### src/rtl/unary_stream_gen_if.sv
// Handshake bundle for unary_stream_gen: binary count in, unary bitstream out.
// slave is the generator side, master is the source/consumer side.
interface unary_stream_gen_if #(
  parameter int unsigned WIDTH = 4
);
  logic             in_valid;
  logic             in_ready;
  logic [WIDTH-1:0] in_count;
  logic             out_valid;
  logic             out_ready;
  logic             out_bit;
  logic             out_last;

  modport slave (
    input  in_valid,
    input  in_count,
    input  out_ready,
    output in_ready,
    output out_valid,
    output out_bit,
    output out_last
  );

  modport master (
    output in_valid,
    output in_count,
    output out_ready,
    input  in_ready,
    input  out_valid,
    input  out_bit,
    input  out_last
  );
endinterface

### src/rtl/unary_stream_gen.sv
// Expands a binary count N into a 2^WIDTH-1 cycle unary stream holding N ones.
// Define USTREAM_SPREAD_EN to spread the ones evenly instead of thermometer order.
module unary_stream_gen #(
  parameter int unsigned WIDTH = 4
) (
  input  logic                clk,
  input  logic                rst_n,
  unary_stream_gen_if.slave   bus,
  output logic                busy
);

  localparam int unsigned      WINDOW   = (1 << WIDTH) - 1;
  localparam logic [WIDTH-1:0] LAST_IDX = WIDTH'(WINDOW - 1);

  typedef enum logic {
    S_IDLE,
    S_EMIT
  } state_t;

  state_t           r_state;
  state_t           w_state_nxt;
  logic             r_armed;
  logic [WIDTH-1:0] r_idx;
  logic [WIDTH-1:0] r_count;
  logic             w_emit;
  logic             w_last;
  logic             w_xfer;
  logic             w_accept;
  logic             w_bit_raw;

  // in_ready stays low until the first edge after reset release
  always_ff @(posedge clk or negedge rst_n) begin
    if (!rst_n) begin
      r_armed <= 1'b0;
    end else begin
      r_armed <= 1'b1;
    end
  end

  always_ff @(posedge clk or negedge rst_n) begin
    if (!rst_n) begin
      r_state <= S_IDLE;
    end else begin
      r_state <= w_state_nxt;
    end
  end

  assign w_emit   = (r_state == S_EMIT);
  assign w_last   = w_emit && (r_idx == LAST_IDX);
  assign w_xfer   = bus.out_valid && bus.out_ready;
  assign w_accept = bus.in_valid && bus.in_ready;

  always_comb begin
    w_state_nxt  = r_state;
    bus.in_ready = 1'b0;
    bus.out_valid = 1'b0;
    busy         = 1'b0;
    case (r_state)
      S_IDLE: begin
        bus.in_ready = r_armed;
        if (w_accept) begin
          w_state_nxt = S_EMIT;
        end
      end
      S_EMIT: begin
        bus.out_valid = 1'b1;
        busy          = 1'b1;
        // Only the final transfer of a window opens the input, so a
        // back-to-back count continues in EMIT without a bubble.
        bus.in_ready  = w_last && bus.out_ready;
        if (w_xfer && w_last && !w_accept) begin
          w_state_nxt = S_IDLE;
        end
      end
      default: begin
        w_state_nxt = S_IDLE;
      end
    endcase
  end

  always_ff @(posedge clk or negedge rst_n) begin
    if (!rst_n) begin
      r_idx   <= '0;
      r_count <= '0;
    end else if (w_accept) begin
      r_idx   <= '0;
      r_count <= bus.in_count;
    end else if (w_xfer) begin
      if (w_last) begin
        r_idx <= '0;
      end else begin
        r_idx <= r_idx + 1'b1;
      end
    end
  end

`ifdef USTREAM_SPREAD_EN
  localparam logic [WIDTH:0] WIN_EXT = (WIDTH + 1)'(WINDOW);

  logic [WIDTH:0] r_acc;
  logic [WIDTH:0] w_sum;

  // Bresenham-style spreading: acc stays below WINDOW, so sum fits WIDTH+1 bits
  assign w_sum     = r_acc + {1'b0, r_count};
  assign w_bit_raw = (w_sum >= WIN_EXT);

  always_ff @(posedge clk or negedge rst_n) begin
    if (!rst_n) begin
      r_acc <= '0;
    end else if (w_accept) begin
      r_acc <= '0;
    end else if (w_xfer) begin
      if (w_bit_raw) begin
        r_acc <= w_sum - WIN_EXT;
      end else begin
        r_acc <= w_sum;
      end
    end
  end
`else
  assign w_bit_raw = (r_idx < r_count);
`endif

  assign bus.out_bit  = w_emit && w_bit_raw;
  assign bus.out_last = w_last;

endmodule
### src/flat_wrapper.sv
// flat-port wrapper written by rule: the top's interface ports become plain ports
module unary_stream_gen_flat 
#(
  parameter int unsigned WIDTH = 4
)
  (clk, rst_n, busy, bus_in_valid, bus_in_count, bus_out_ready, bus_in_ready, bus_out_valid, bus_out_bit, bus_out_last);
  unary_stream_gen_if #(.WIDTH(WIDTH)) bus_i ();
  input  logic clk;
  input  logic rst_n;
  output logic busy;
  input wire logic [$bits(bus_i.in_valid)-1:0] bus_in_valid;
  input wire logic [$bits(bus_i.in_count)-1:0] bus_in_count;
  input wire logic [$bits(bus_i.out_ready)-1:0] bus_out_ready;
  output wire logic [$bits(bus_i.in_ready)-1:0] bus_in_ready;
  output wire logic [$bits(bus_i.out_valid)-1:0] bus_out_valid;
  output wire logic [$bits(bus_i.out_bit)-1:0] bus_out_bit;
  output wire logic [$bits(bus_i.out_last)-1:0] bus_out_last;
  assign bus_i.in_valid = bus_in_valid;
  assign bus_i.in_count = bus_in_count;
  assign bus_i.out_ready = bus_out_ready;
  assign bus_in_ready = bus_i.in_ready;
  assign bus_out_valid = bus_i.out_valid;
  assign bus_out_bit = bus_i.out_bit;
  assign bus_out_last = bus_i.out_last;
  unary_stream_gen #(.WIDTH(WIDTH)) u_core (.clk(clk), .rst_n(rst_n), .bus(bus_i), .busy(busy));
endmodule
### config.mk
export PLATFORM = sky130hd
export DESIGN_NAME = unary_stream_gen_flat
export DESIGN_NICKNAME = d
export VERILOG_FILES = /design/src/rtl/unary_stream_gen_if.sv /design/src/rtl/unary_stream_gen.sv /design/src/flat_wrapper.sv
export SDC_FILE = /design/constraint.sdc
export NUM_CORES = 1
export LEC_CHECK = 0
export BUFFER_PORTS_ARGS = -buffer_cell sky130_fd_sc_hd__buf_2
export CORE_AREA = 10 10 47 49
export CTS_CLUSTER_DIAMETER = 200
export DETAILED_ROUTE_END_ITERATION = 7
export DIE_AREA = 0 0 57 59
export GPL_TIMING_DRIVEN = 0
export PLACE_DENSITY = 0.67
export REMOVE_ABC_BUFFERS = 1
export SYNTH_ARGS = -nofsm -noshare
export SYNTH_HDL_FRONTEND = slang
export SYNTH_SLANG_ARGS = --single-unit
### constraint.sdc
create_clock -name clk -period 4.7 [get_ports clk]
set_input_delay 0.47 -clock clk [delete_from_list [all_inputs] [get_ports clk]]
set_output_delay 0.47 -clock clk [all_outputs]
set_load 0.01 [all_outputs]
# After elaboration in Yosys (flattened, before gate mapping)
# Index checks and enable logic that the tools add are counted.
# word_totals
regBits	10
in_bits	8
output_inout_bits	5
word_cells	25
# classes
n_addsub	1
magnitude_cmp	1
eq_ne	1
mux	8
n_bitwise	1
reduce_logical	9
# ops
op	n
4-bit 2-to-1 mux	3
1-bit logical AND	7
4-bit by 1-bit adder with 4-bit output (second input constant)	1
4-bit equality test (second input constant)	1
4-bit less-than comparator	1
1-bit case mux with 2 select lines	2
1-bit 2-to-1 mux	3
2-bit nonzero test	1
1-bit zero test	1
1-bit NOT	1

# Longest topological paths before layout
# logic_depth
word_depth	9
ltp_mapped	5
depth_no_buf	5

# Worst setup path after synthesis
# OpenSTA, ideal clock, no wires.
# synth_path
path_kind	reg2out
from	reg u_core.r_idx[1]
to	out bus_out_bit
t_arrival_ns	1.082
required_ns	4.230
slack_ns	3.148
path_stages_with_launch	4
n_path_buf	0
cell_sequence	dfrtp_1 > ha_1 > a21o_1 > a31oi_1
# synth_via
elab_chain_cells	2
# synth_rtl
item	line	rtl
from (decl)	unary_stream_gen.sv:23	logic [WIDTH-1:0] r_idx;
from (signal assigned)	unary_stream_gen.sv:92	r_idx <= r_idx + 1'b1;
4-bit less-than comparator	unary_stream_gen.sv:121	assign w_bit_raw = (r_idx < r_count);
1-bit logical AND	unary_stream_gen.sv:124	assign bus.out_bit = w_emit && w_bit_raw;
to (decl)	flat_wrapper.sv:16	output wire logic [$bits(bus_i.out_bit)-1:0] bus_out_bit;
# Every way passes these cells.

# Final worst setup path
# layout_path
from	reg u_core.r_idx[0]
to	out bus_out_last
# layout_via
elab_chain_cells	2
# layout_rtl
item	line	rtl
4-bit equality test	unary_stream_gen.sv:49	assign w_last = w_emit && (r_idx == LAST_IDX);
1-bit logical AND	unary_stream_gen.sv:49	
to (decl)	flat_wrapper.sv:17	output wire logic [$bits(bus_i.out_last)-1:0] bus_out_last;
# Every way passes these cells.

==> metrics <==
status finished clean; CP Launch Type flip-flop; Slew Limit Fails 0; Clk pin slew, worst setup/hold paths 0.07 ns; Seq pwr share 0.417; most common cell in the synthesized netlist dfrtp_1; clock share of power 0.206; Pre-antenna DRT Iters 4; first-pass GRT wire length 2.10 mm; gr usage total 0.0801; data required time of the worst path 4.23 ns; Finish-stage setup viols 0; Total Neg Setup Slack 0 ns; synth top area cells dfrtp_1 (42%), ha_1 (11%), mux2_2 (7.6%); CTS tree yes; clock buffer depth 2; H-tree depth 1; Synth-to-Final Area Change 17.5%; area taken by multi-input logic gates 308 µm²; die span in y 59 µm; number of I/O pins 13; Post-synth EDFFs 0; NetSw 137 µW; switching portion of total power 0.363; FF+latch area 250 µm²; die width 57 µm; PostCTS Resize Cnt 0; die area 0.00336 mm²; share of cells above drive strength 1 0.319; combinational power share 0.377; Final ANT Viol Nets 0; number of global-route vias before repair 497; Tmin final 1.98 ns; slowest stage cell on the critical path dfrtp_1; nets 86; Num CTS Buffers 3; ys async rst share 1.00; CP bufs+invs 2; type of the worst min-delay path in -> async; WL final 1.26 mm; YS warnings 0; critical path capture point type output pin; DRC violations left 0; Hold Vio Cnt, Final 0; FP Rows 14; grt total ovfl 0; vias 482; area of the core 0.00140 mm²; cell family with most CP delay flip-flops; Syn Area/Cell 10.2 µm²; routed length per placed instance 14.3 µm; Starting Density 0.423; cell taking the most area after synthesis dfrtp_1; worst-case vdd ir drop 0.215 mV; Post-CTS Hold Buffers 0; clk_skew 0.00635 ns; clk root buf clkbuf_4; top cells by count, synth dfrtp_1 (10), inv_1 (6), ha_1 (5); total power 377 µW; maxcap violations 0; # fillers 149; leak pwr 0.340 nW; Synth top area share 0.422; count of cell types in the netlist 25; internal power 240 µW; unrepaired setup endpoints after global routing no; fmax 0.505 GHz; synthesized cell area 593 µm²; initial antenna violation count 0; Setup Crit Path Kind reg -> out; sequential element share of the synthesized area 0.422; Post-DP HPWL 1.01 mm; worst flop-to-flop path startpoint u_core.r_idx[0]; Most used DFF post-synth dfrtp_1; Mapped Cells 58; setup bufs post-CTS 0; Port Buffer Count 12; clock sink count 10; largest net degree at the start of global routing 12; vias per cell 5.48; Final GP Congestion 0.758; Crit Path Max Fanout 7; Skew-Pair Late Insertion Delay 0.27 ns; CP startpoint u_core.r_idx[0]; CP cell instances inv_1 > ha_1 > and3_2 > and2_1 > buf_2; Synth Register Bits 10; initial drt markers 9; Cell Pwr Density 541 mW/mm²; final worst-path cycle share 0.422; diode count 0; Worst EP arrival 1.51 ns; Largest stage delay, worst path 0.46 ns
## cell families (layout without fill, tap and decap cells)
group | after synthesis | after routing | synth area share
AND/OR/NAND/NOR | 17 | 17 | 0.171
AO/OA/AOI/OAI | 13 | 13 | 0.160
flip-flops | 10 | 10 | 0.422
buffers and inverters | 8 | 22 | 0.0591
adder cells (fa/ha/maj) | 5 | 5 | 0.105
multiplexers | 4 | 4 | 0.0759
other | 1 | 1 | 0.00632
## power groups by stage
stage	clock network (mW)	registers, mW	logic [mW]
after global routing	0.0847	0.162	0.163
final	0.0778	0.157	0.142
after detailed placement	0	0.159	0.144
after floorplan	0	0.147	0.105
after CTS	0.0812	0.158	0.145
after global placement	0	0.156	0.135
## cell usage in the layout, fill, tap and decap left out
master / synthesis / routed
a21o_1: 1 / 1
buf_2: 1 / 12
ha_1: 5 / 5
o31ai_4: 1 / 1
and3_2: 1 / 1
a311oi_1: 1 / 1
nand2_1: 3 / 3
clkbuf_4: 0 / 3
mux2_2: 4 / 4
conb_1: 1 / 1
o31ai_1: 1 / 1
o21ai_0: 1 / 1
dfrtp_1: 10 / 10
nand3_1: 3 / 3
and2_1: 2 / 2
a31oi_1: 3 / 3
nand3_2: 1 / 1
nand2b_1: 1 / 1
o22ai_1: 1 / 1
or3_1: 1 / 1
or2b_1: 1 / 1
nand3b_1: 2 / 2
a21oi_1: 4 / 4
nor3_1: 2 / 2
inv_1: 6 / 6
clkbuf_8: 0 / 1
## layer usage
layer / wire length [µm] / part of all wire / GRT usage / up-vias
li1: - / - / - / 235
met1: 518 / 0.41 / 0.0787 / 235
met2: 646 / 0.51 / 0.135 / 10
met3: 70 / 0.056 / 0.0429 / 2
met4: 21 / 0.017 / 0.0403 / 0
met5: 0 / 0 / 0 / -
## worst paths after layout
kind / end / slack (ns) / cells past startpoint
setup / recovery: bus_out_last / 2.72 / 5
hold reg to reg: u_core.r_count[3] / 0.52 / 1
hold / removal: u_core.r_armed / 0.05 / 1
setup reg to reg: u_core.r_count[1] / 3.02 / 5
min in group clk: u_core.r_state / 0.42 / 2
max in group asynchronous: u_core.r_idx[2] / 4.46 / 1
## cell type report
type	count	share of cell area
Clock buffer	4	0.0521
Multi-Input combinational cell	40	0.442
Tap cell	16	0.0287
Sequential cell	10	0.359
Timing Repair Buffer	12	0.0862
Inverter	6	0.0323
## sequential cells by signal (all words and copies together) (netlist names)
name and flops:
u_core.r_state 1, u_core.r_armed 1, u_core.r_count 4, u_core.r_idx 4
## per-stage QoR
step                 util  instances  hold slack, ns  area, µm²  worst slack, ns
floorplan               -         56           0.174        581             3.15
global placement    0.471         84           0.342        661             3.03
detailed placement  0.471         84           0.345        661             3.01
CTS                 0.497         88          0.0456        697             2.70
global route        0.497         88          0.0439        697             2.65
finish              0.497         88          0.0455        697             2.72
(Power assumes the default switching activity.)
